### config.mk
export PLATFORM = sky130hd
export DESIGN_NAME = axi_ni_receive_packet_sequencer
export DESIGN_NICKNAME = d
export VERILOG_FILES = /design/src/rtl/axi_ni_receive_packet_sequencer_pkg.sv /design/src/rtl/axi_ni_receive_packet_sequencer.sv
export SDC_FILE = /design/constraint.sdc
export NUM_CORES = 1
export LEC_CHECK = 0
export ABC_AREA = 1
export BUFFER_PORTS_ARGS = -buffer_cell sky130_fd_sc_hd__buf_2
export CAP_MARGIN = 20
export CORE_MARGIN = 2
export CORE_UTILIZATION = 45
export CTS_CLUSTER_SIZE = 10
export DETAILED_ROUTE_END_ITERATION = 8
export GPL_TIMING_DRIVEN = 0
export HOLD_SLACK_MARGIN = 0.03
export MAX_ROUTING_LAYER = met4
export PLACE_DENSITY = 0.83
export SKIP_CTS_REPAIR_TIMING = 1
export SYNTH_ARGS = -nofsm -noshare
export SYNTH_HDL_FRONTEND = slang
export SYNTH_SLANG_ARGS = --single-unit
### constraint.sdc
create_clock -name clk -period 1.8 [get_ports clk]
set_clock_uncertainty 0.05 [all_clocks]
set_input_delay 0.09 -clock clk [delete_from_list [all_inputs] [get_ports clk]]
set_output_delay 0.09 -clock clk [all_outputs]
set_load 0.05 [all_outputs]
### src/rtl/axi_ni_receive_packet_sequencer_pkg.sv
// Shared definitions for the AXI target NI receive flit sequencer:
// flit type codes, sequencer state encoding and counter width.
package axi_ni_receive_packet_sequencer_pkg;

    localparam int FTYPEWD       = 2;
    localparam int COUNTERFLITWD = 4;

    typedef enum logic [FTYPEWD-1:0] {
        FTYPE_BODY     = 2'b00,
        FTYPE_TAIL     = 2'b01,
        FTYPE_HEAD     = 2'b10,
        FTYPE_HEADTAIL = 2'b11
    } ftype_t;

    typedef enum logic [1:0] {
        IDLE     = 2'b00,
        HEADER   = 2'b01,
        DISPATCH = 2'b10,
        PAYLOAD  = 2'b11
    } seq_state_t;

    function automatic logic is_head(input ftype_t t);
        return (t == FTYPE_HEAD) || (t == FTYPE_HEADTAIL);
    endfunction

endpackage

### src/rtl/axi_ni_receive_packet_sequencer.sv
// Receive-side flit sequencer: steers header flits into the header register,
// holds the link while the header is consumed, then streams payload to the tail.
module axi_ni_receive_packet_sequencer
    import axi_ni_receive_packet_sequencer_pkg::*;
#(
    parameter int FLIT_WIDTH   = 32,
    parameter int HEADER_FLITS = 3
) (
    input  logic                     clk,
    input  logic                     rst,
    input  logic                     flit_valid,
    input  logic [FLIT_WIDTH-1:0]    flit,
    output logic                     flit_ack,
    output logic                     sample_header,
    output logic [COUNTERFLITWD-1:0] flit_count,
    output logic                     header_valid,
    input  logic                     header_ready,
    output logic                     payload_valid,
    input  logic                     payload_ready,
    output logic [COUNTERFLITWD-1:0] payload_count,
    output logic                     packet_done,
    output logic                     protocol_error
);

    localparam logic [COUNTERFLITWD-1:0] LAST_HDR = COUNTERFLITWD'(HEADER_FLITS - 1);

    seq_state_t                 state;
    logic [COUNTERFLITWD-1:0]   flit_cnt;
    logic [COUNTERFLITWD-1:0]   pay_cnt;
    logic                       tail_seen;
    ftype_t                     ftype;
    logic                       head;
    logic                       accept;
    logic                       unused_flit_bits;

    assign ftype            = ftype_t'(flit[FTYPEWD-1:0]);
    assign head             = is_head(ftype);
    assign accept           = flit_valid & flit_ack;
    assign payload_count    = pay_cnt;
    assign unused_flit_bits = ^flit[FLIT_WIDTH-1:FTYPEWD];

    // Handshake outputs are forced low while reset is held so the link is quiet at once.
    // A HEAD arriving mid-header restarts the packet, so it is written at index 0.
    always_comb begin
        flit_ack      = 1'b0;
        sample_header = 1'b0;
        payload_valid = 1'b0;
        flit_count    = flit_cnt;
        if (!rst) begin
            case (state)
                IDLE: begin
                    flit_ack      = flit_valid;
                    sample_header = flit_valid & head;
                end
                HEADER: begin
                    flit_ack      = flit_valid;
                    sample_header = flit_valid;
                    if (head) flit_count = '0;
                end
                PAYLOAD: begin
                    payload_valid = flit_valid & ~head;
                    flit_ack      = flit_valid & payload_ready & ~head;
                end
                default: ;
            endcase
        end
    end

    always_ff @(posedge clk or posedge rst) begin
        if (rst) begin
            state          <= IDLE;
            flit_cnt       <= '0;
            pay_cnt        <= '0;
            tail_seen      <= 1'b0;
            header_valid   <= 1'b0;
            packet_done    <= 1'b0;
            protocol_error <= 1'b0;
        end else begin
            packet_done    <= 1'b0;
            protocol_error <= 1'b0;
            case (state)
                IDLE: begin
                    if (accept) begin
                        if (head) begin
                            tail_seen <= (ftype == FTYPE_HEADTAIL);
                            if (HEADER_FLITS == 1) begin
                                state        <= DISPATCH;
                                header_valid <= 1'b1;
                            end else begin
                                state    <= HEADER;
                                flit_cnt <= COUNTERFLITWD'(1);
                            end
                        end else begin
                            protocol_error <= 1'b1;
                        end
                    end
                end
                HEADER: begin
                    if (accept) begin
                        if (head) begin
                            protocol_error <= 1'b1;
                            tail_seen      <= (ftype == FTYPE_HEADTAIL);
                            flit_cnt       <= COUNTERFLITWD'(1);
                        end else if (flit_cnt == LAST_HDR) begin
                            state        <= DISPATCH;
                            header_valid <= 1'b1;
                            tail_seen    <= (ftype == FTYPE_TAIL);
                            flit_cnt     <= '0;
                        end else if (ftype == FTYPE_TAIL) begin
                            protocol_error <= 1'b1;
                            state          <= IDLE;
                            flit_cnt       <= '0;
                        end else begin
                            flit_cnt <= flit_cnt + 1'b1;
                        end
                    end
                end
                DISPATCH: begin
                    if (header_ready) begin
                        header_valid <= 1'b0;
                        if (tail_seen) begin
                            state       <= IDLE;
                            packet_done <= 1'b1;
                            tail_seen   <= 1'b0;
                        end else begin
                            state   <= PAYLOAD;
                            pay_cnt <= '0;
                        end
                    end
                end
                PAYLOAD: begin
                    // A new HEAD abandons the truncated packet; IDLE picks it up next cycle.
                    if (flit_valid && head) begin
                        protocol_error <= 1'b1;
                        state          <= IDLE;
                        pay_cnt        <= '0;
                    end else if (accept) begin
                        if (ftype == FTYPE_TAIL) begin
                            packet_done <= 1'b1;
                            state       <= IDLE;
                            pay_cnt     <= '0;
                        end else begin
                            pay_cnt <= pay_cnt + 1'b1;
                        end
                    end
                end
                default: state <= IDLE;
            endcase
        end
    end

endmodule

Word level (Yosys, flattened, before mapping)
Index checks and enable logic that the tools add are counted.
{"block": "word_totals", "input_bits": 37, "wordCells": 101, "regBits": 14, "output_inout_bits": 14}
{"block": "classes", "bitwise": 6, "n_reduce_logical": 13, "n_eq_ne": 16, "muxes": 57, "add_sub_neg": 2}
{"cell": "two-way mux 4 bit", "count": 14}
{"cell": "two-way mux 1 bit", "count": 24}
{"cell": "two-way mux 2 bit", "count": 10}
{"cell": "case mux 4 bit (2 select lines)", "count": 2}
{"cell": "inequality test 2 bit, second input constant", "count": 7}
{"cell": "AND reduction 6 bit", "count": 2}
{"cell": "adder 4 x 1 -> 4 bit, second input constant", "count": 2}
{"cell": "equality test 2 bit, second input constant", "count": 4}
{"cell": "case mux 1 bit (2 select lines)", "count": 4}
{"cell": "case mux 2 bit (4 select lines)", "count": 1}
{"cell": "AND reduction 4 bit", "count": 2}
{"cell": "inequality test 3 bit, second input constant", "count": 2}
{"cell": "case mux 1 bit (3 select lines)", "count": 2}
{"cell": "nonzero test 2 bit", "count": 3}
{"cell": "bitwise AND 1 bit", "count": 5}
{"cell": "AND reduction 5 bit", "count": 1}
{"cell": "equality test 2 x 1 -> 1 bit, second input constant", "count": 2}
{"cell": "equality test 4 x 2 -> 1 bit, second input constant", "count": 1}
{"cell": "nonzero test 3 bit", "count": 1}
{"cell": "zero test 2 bit", "count": 1}
{"cell": "OR reduction 2 bit", "count": 1}
{"cell": "logical AND 1 bit", "count": 1}
{"cell": "logical OR 1 bit", "count": 1}
{"cell": "inverter 1 bit", "count": 1}

Longest topological paths before layout
{"block": "depth", "depth_word": 10, "ltp_mapped": 12}

Worst setup path after synthesis
No wires, ideal clock.
{"block": "synth_path", "kind": "register to output", "from": "reg state[0]", "to": "out sample_header", "path_slack_ps": -472, "path_buffers": 0, "t_arrival_ps": 2132, "path_stages_with_launch": 7, "t_required_ps": 1660, "path_cell_list": "dfrtp_1 inv_1 ha_1 inv_2 nand2_4 nand2_1 a211oi_1"}
{"block": "synth_via", "elab_chain_cells": 3}
{"item": "start: declaration", "line": "axi_ni_receive_packet_sequencer.sv:27", "text": "seq_state_t state;"}
{"item": "start signal: assignment", "line": "axi_ni_receive_packet_sequencer.sv:71", "text": "state <= IDLE;"}
{"item": "start signal: assignment", "line": "axi_ni_receive_packet_sequencer.sv:87", "text": "state <= DISPATCH;"}
{"item": "start signal: assignment", "line": "axi_ni_receive_packet_sequencer.sv:90", "text": "state <= HEADER;"}
{"item": "equality test 2 x 1 -> 1 bit or zero test 2 bit (tied branches)", "line": "axi_ni_receive_packet_sequencer.sv:50", "text": "case (state)"}
{"item": "case mux 1 bit (2 select lines) *", "line": "axi_ni_receive_packet_sequencer.sv:50"}
{"item": "two-way mux 1 bit *", "line": "axi_ni_receive_packet_sequencer.sv:49", "text": "if (!rst) begin"}
{"item": "end: declaration", "line": "axi_ni_receive_packet_sequencer.sv:14", "text": "output logic sample_header,"}
Mark *: on every way between the ends. The rest lies on a longest branch, timed or not.

Worst setup path in the final report
{"block": "layout_path", "from": "reg state[0]", "to": "reg state[1]"}
{"block": "layout_via", "elab_chain_cells": 7}
{"item": "equality test 2 x 1 -> 1 bit or zero test 2 bit (tied branches)", "line": "axi_ni_receive_packet_sequencer.sv:50, axi_ni_receive_packet_sequencer.sv:81"}
{"item": "OR reduction 2 bit (no source line)"}
{"item": "case mux 1 bit (2 select lines)", "line": "axi_ni_receive_packet_sequencer.sv:50"}
{"item": "two-way mux 1 bit", "line": "axi_ni_receive_packet_sequencer.sv:49"}
{"item": "bitwise AND 1 bit", "line": "axi_ni_receive_packet_sequencer.sv:38", "text": "assign accept = flit_valid & flit_ack;"}
{"item": "inequality test 3 bit (no source line) or inequality test 2 bit (tied branches)"}
{"item": "AND reduction 6 bit (no source line)"}
Parallel ways exist; a longest one is shown, timed or not.
A chain may end at the register's enable or synchronous reset.

==> flow_metrics.py <==
metrics = {
    "drt": {
        "wl_mm": 3.02,
        "initialDrtViolationCount": 43,
        "vias_per_cell": 5.46,
        "routedWlPerCell_um": 13.9,
        "drc_errors": 0,
        "vias": 1184,
        "drt_first_pass_iters": 4,
        "antenna_left": 0,
    },
    "logic_synthesis": {
        "netlist_instances": 157,
        "synth_area_mm2": 0.00109,
        "yosys_warnings": 0,
        "synthesis.nets": 201,
        "ys_ff_latch": 14,
        "synthDistinctLibCells": 27,
        "avgSynthCellArea_um2": 6.94,
        "ys_seq_area_share_pct": 32.1,
    },
    "sta": {
        "rsz0062_at_grt": "yes",
        "min_period_ns": 1.77,
        "tightest_slew_ns": 0.670,
        "final-max-slew-violation-count": 0,
        "setup_violations": 0,
        "final.period_utilization_pct": 98.5,
        "slew_headroom_pct": 55.2,
        "clock.fmax_mhz": 564,
        "final-hold-violation-count": 0,
    },
    "global_routing": {
        "met1_usage_pct": 25.9,
        "grt_use_total_pct": 21.9,
        "grt_pass1_vias": 1050,
        "grt_max_degree": 16,
        "grt.busiest_layer": "met2",
        "grt_pass1_wl_mm": 4.39,
        "grt_overflow": 0,
        "antenna_found_initial": 0,
        "use_met2_pct": 36.4,
        "use_met3_pct": 2.26,
    },
    "critical_path": {
        "start_kind": "flop",
        "reg2regPathDepth": 11,
        "worst-endpoint-required_ns": 1.98,
        "worstSetupEndpointType": "flop",
        "crit_type": "reg -> reg",
        "critical_path.max_stage_delay_ns": 0.49,
        "timing.critical_path.buf_inv": 5,
        "crit_fanout": 5,
        "reg2reg_slack_ns": 0.03,
        "path_cells": "inv_4, ha_4, inv_4, buf_4, nor2_1, inv_1, nand2_1, inv_1, a21oi_1, nand3_1, nand2_1",
        "r2r_end": "state[1]",
        "cp_slowest_cell": "dfrtp_2",
        "cp.arrival_ns": 1.95,
        "r2r-start": "state[0]",
        "path_delay_family": "flip-flops",
    },
    "power_and_ir_drop": {
        "peakVddDrop_uv": 678,
        "power_density_mw_per_mm2": 1200,
        "power_leakage_nw": 0.736,
    },
    "clocking": {
        "numClockSinks": 14,
        "cts-root-buf": "clkbuf_4",
        "numCtsBuffers": 3,
        "cts_tree": "yes",
        "htree_num_levels": 1,
        "clk_latency_ns": 0.29,
        "path_clk_slew_ns": 0.09,
        "cts.path.max_buffers": 2,
    },
    "final_layout": {
        "antenna_cells": 0,
        "final_area_mm2": 0.00145,
        "utilization_pct": 64.4,
        "area_delta_synth_final_pct": 33.2,
        "drive_gt1_share_pct": 33.9,
        "layout.cells.non_filler": 217,
        "final_nets": 235,
    },
    "hold_path": {
        "whs_path_depth": 3,
        "hold_start": "flit[1]",
        "hold_class": "in -> reg",
        "hold_end": "protocol_error",
    },
    "floorplan": {
        "core_area_mm2": 0.00225,
        "start_util_pct": 48.3,
        "io_pins": 51,
        "die_area_mm2": 0.00283,
        "die_h_um": 53.2,
        "fp.dieW_um": 53.2,
        "rows": 17,
    },
    "placed_design": {
        "portBuffers": 19,
        "post_dp_cell_area_mm2": 0.00123,
        "gp_congestion": 0.877,
        "dp_cells": 204,
        "dp.final_hpwl_mm": 2.03,
    },
    "outcome": {
        "outcome": "complete, no violations",
    },
    "flow_run": {
        "maxCapViolations": 0,
    },
}
[state kept, by name (all words and copies together), names as in the netlist]
name / count
flit_cnt: 4
payload_count: 4
state: 2
header_valid: 1
packet_done: 1
protocol_error: 1
tail_seen: 1
[stage by stage]
step	setup slack, ns	TNS, ns	power, mW	hold slack (ns)
floorplan	0.00368	0	1.13	-0.0628
global placement	-0.00375	-0.00409	1.28	0.176
detailed placement	-0.0493	-0.125	1.32	0.202
CTS	-0.334	-1.92	1.50	-0.107
global route	-0.0597	-0.102	1.84	0.0575
finish	0.0270	0	1.74	0.0583
[per-layer routing]
layer	wire length, um	vias to the layer above
met1	1250	546
met5	0	-
met3	192	15
met4	133	0
li1	-	568
met2	1440	55
[area by class of cell]
| cell class | instances | area (um2) |
|---|---|---|
| fillers | 204 | 803 |
| multi-input cells | 119 | 733 |
| flip-flops and latches | 14 | 353 |
| repair buffers | 29 | 195 |
| inverters | 23 | 101 |
| well taps | 28 | 35.0 |
| clock buffers | 3 | 22.5 |
| plain buffers | 1 | 11.3 |
[cell families (layout without fill, tap and decap cells)]
family	after synthesis	in the layout	share of synthesized area, %
fa+ha+maj	7	7	8.04
xor+xnor	2	2	1.61
simple gates	90	90	37.8
compound gates	20	20	11.3
flops	14	14	32.1
buf+inv	24	56	9.19
[synthesized netlist by cell type (all sizes together)]
library cell,number,area share (%)
o21ai,11,5.1
o211ai,1,0.69
xor2,2,1.6
nor3,3,1.4
nand4,1,0.57
a31oi,1,0.57
dfrtp,14,32
inv,23,8.2
or2,2,1.1
buf,1,1.0
o31ai,1,0.69
ha,7,8.0
nor2,18,6.9
nand3,13,7.1
a211oi,2,1.4
a21oi,4,2.9
nor3b,1,0.69
nand2,52,20
[layout by cell type, fill, tap and decap left out, drive strengths merged]
cell type	n
o21ai	11
clkbuf	3
xor2	2
or2	2
a31oi	1
nand3	13
dfrtp	14
o211ai	1
nor2	18
nor3b	1
nand2	52
ha	7
a21oi	4
buf	28
inv	23
a211oi	2
nor3	3
o31ai	1
nand4	1
dlygate4sd3	2
[tightest hold or removal path, cell delays in order]
cell and delay [ns]:
buf_6 0.12, nand3_1 0.07, a21oi_1 0.08
[where the power goes]
part,switching (mW),total [mW],internal [mW]
Sequential,0.0862,0.469,0.383
Clock,0.108,0.186,0.0779
Combinational,0.707,1.09,0.382
Total,0.901,1.74,0.842
[worst max path at each step]
stage	start	end	slack (ns)	cells after the start
after floorplan	state[1]	sample_header	0.004	6
after global placement	state[1]	flit_count[3]	-0.004	6
after detailed placement	state[1]	tail_seen	-0.05	11
after CTS	state[1]	flit_ack	-0.33	9
after global routing	state[0]	state[1]	-0.06	11
final	state[0]	state[1]	0.03	11
Power figures use the tool's default switching activity.
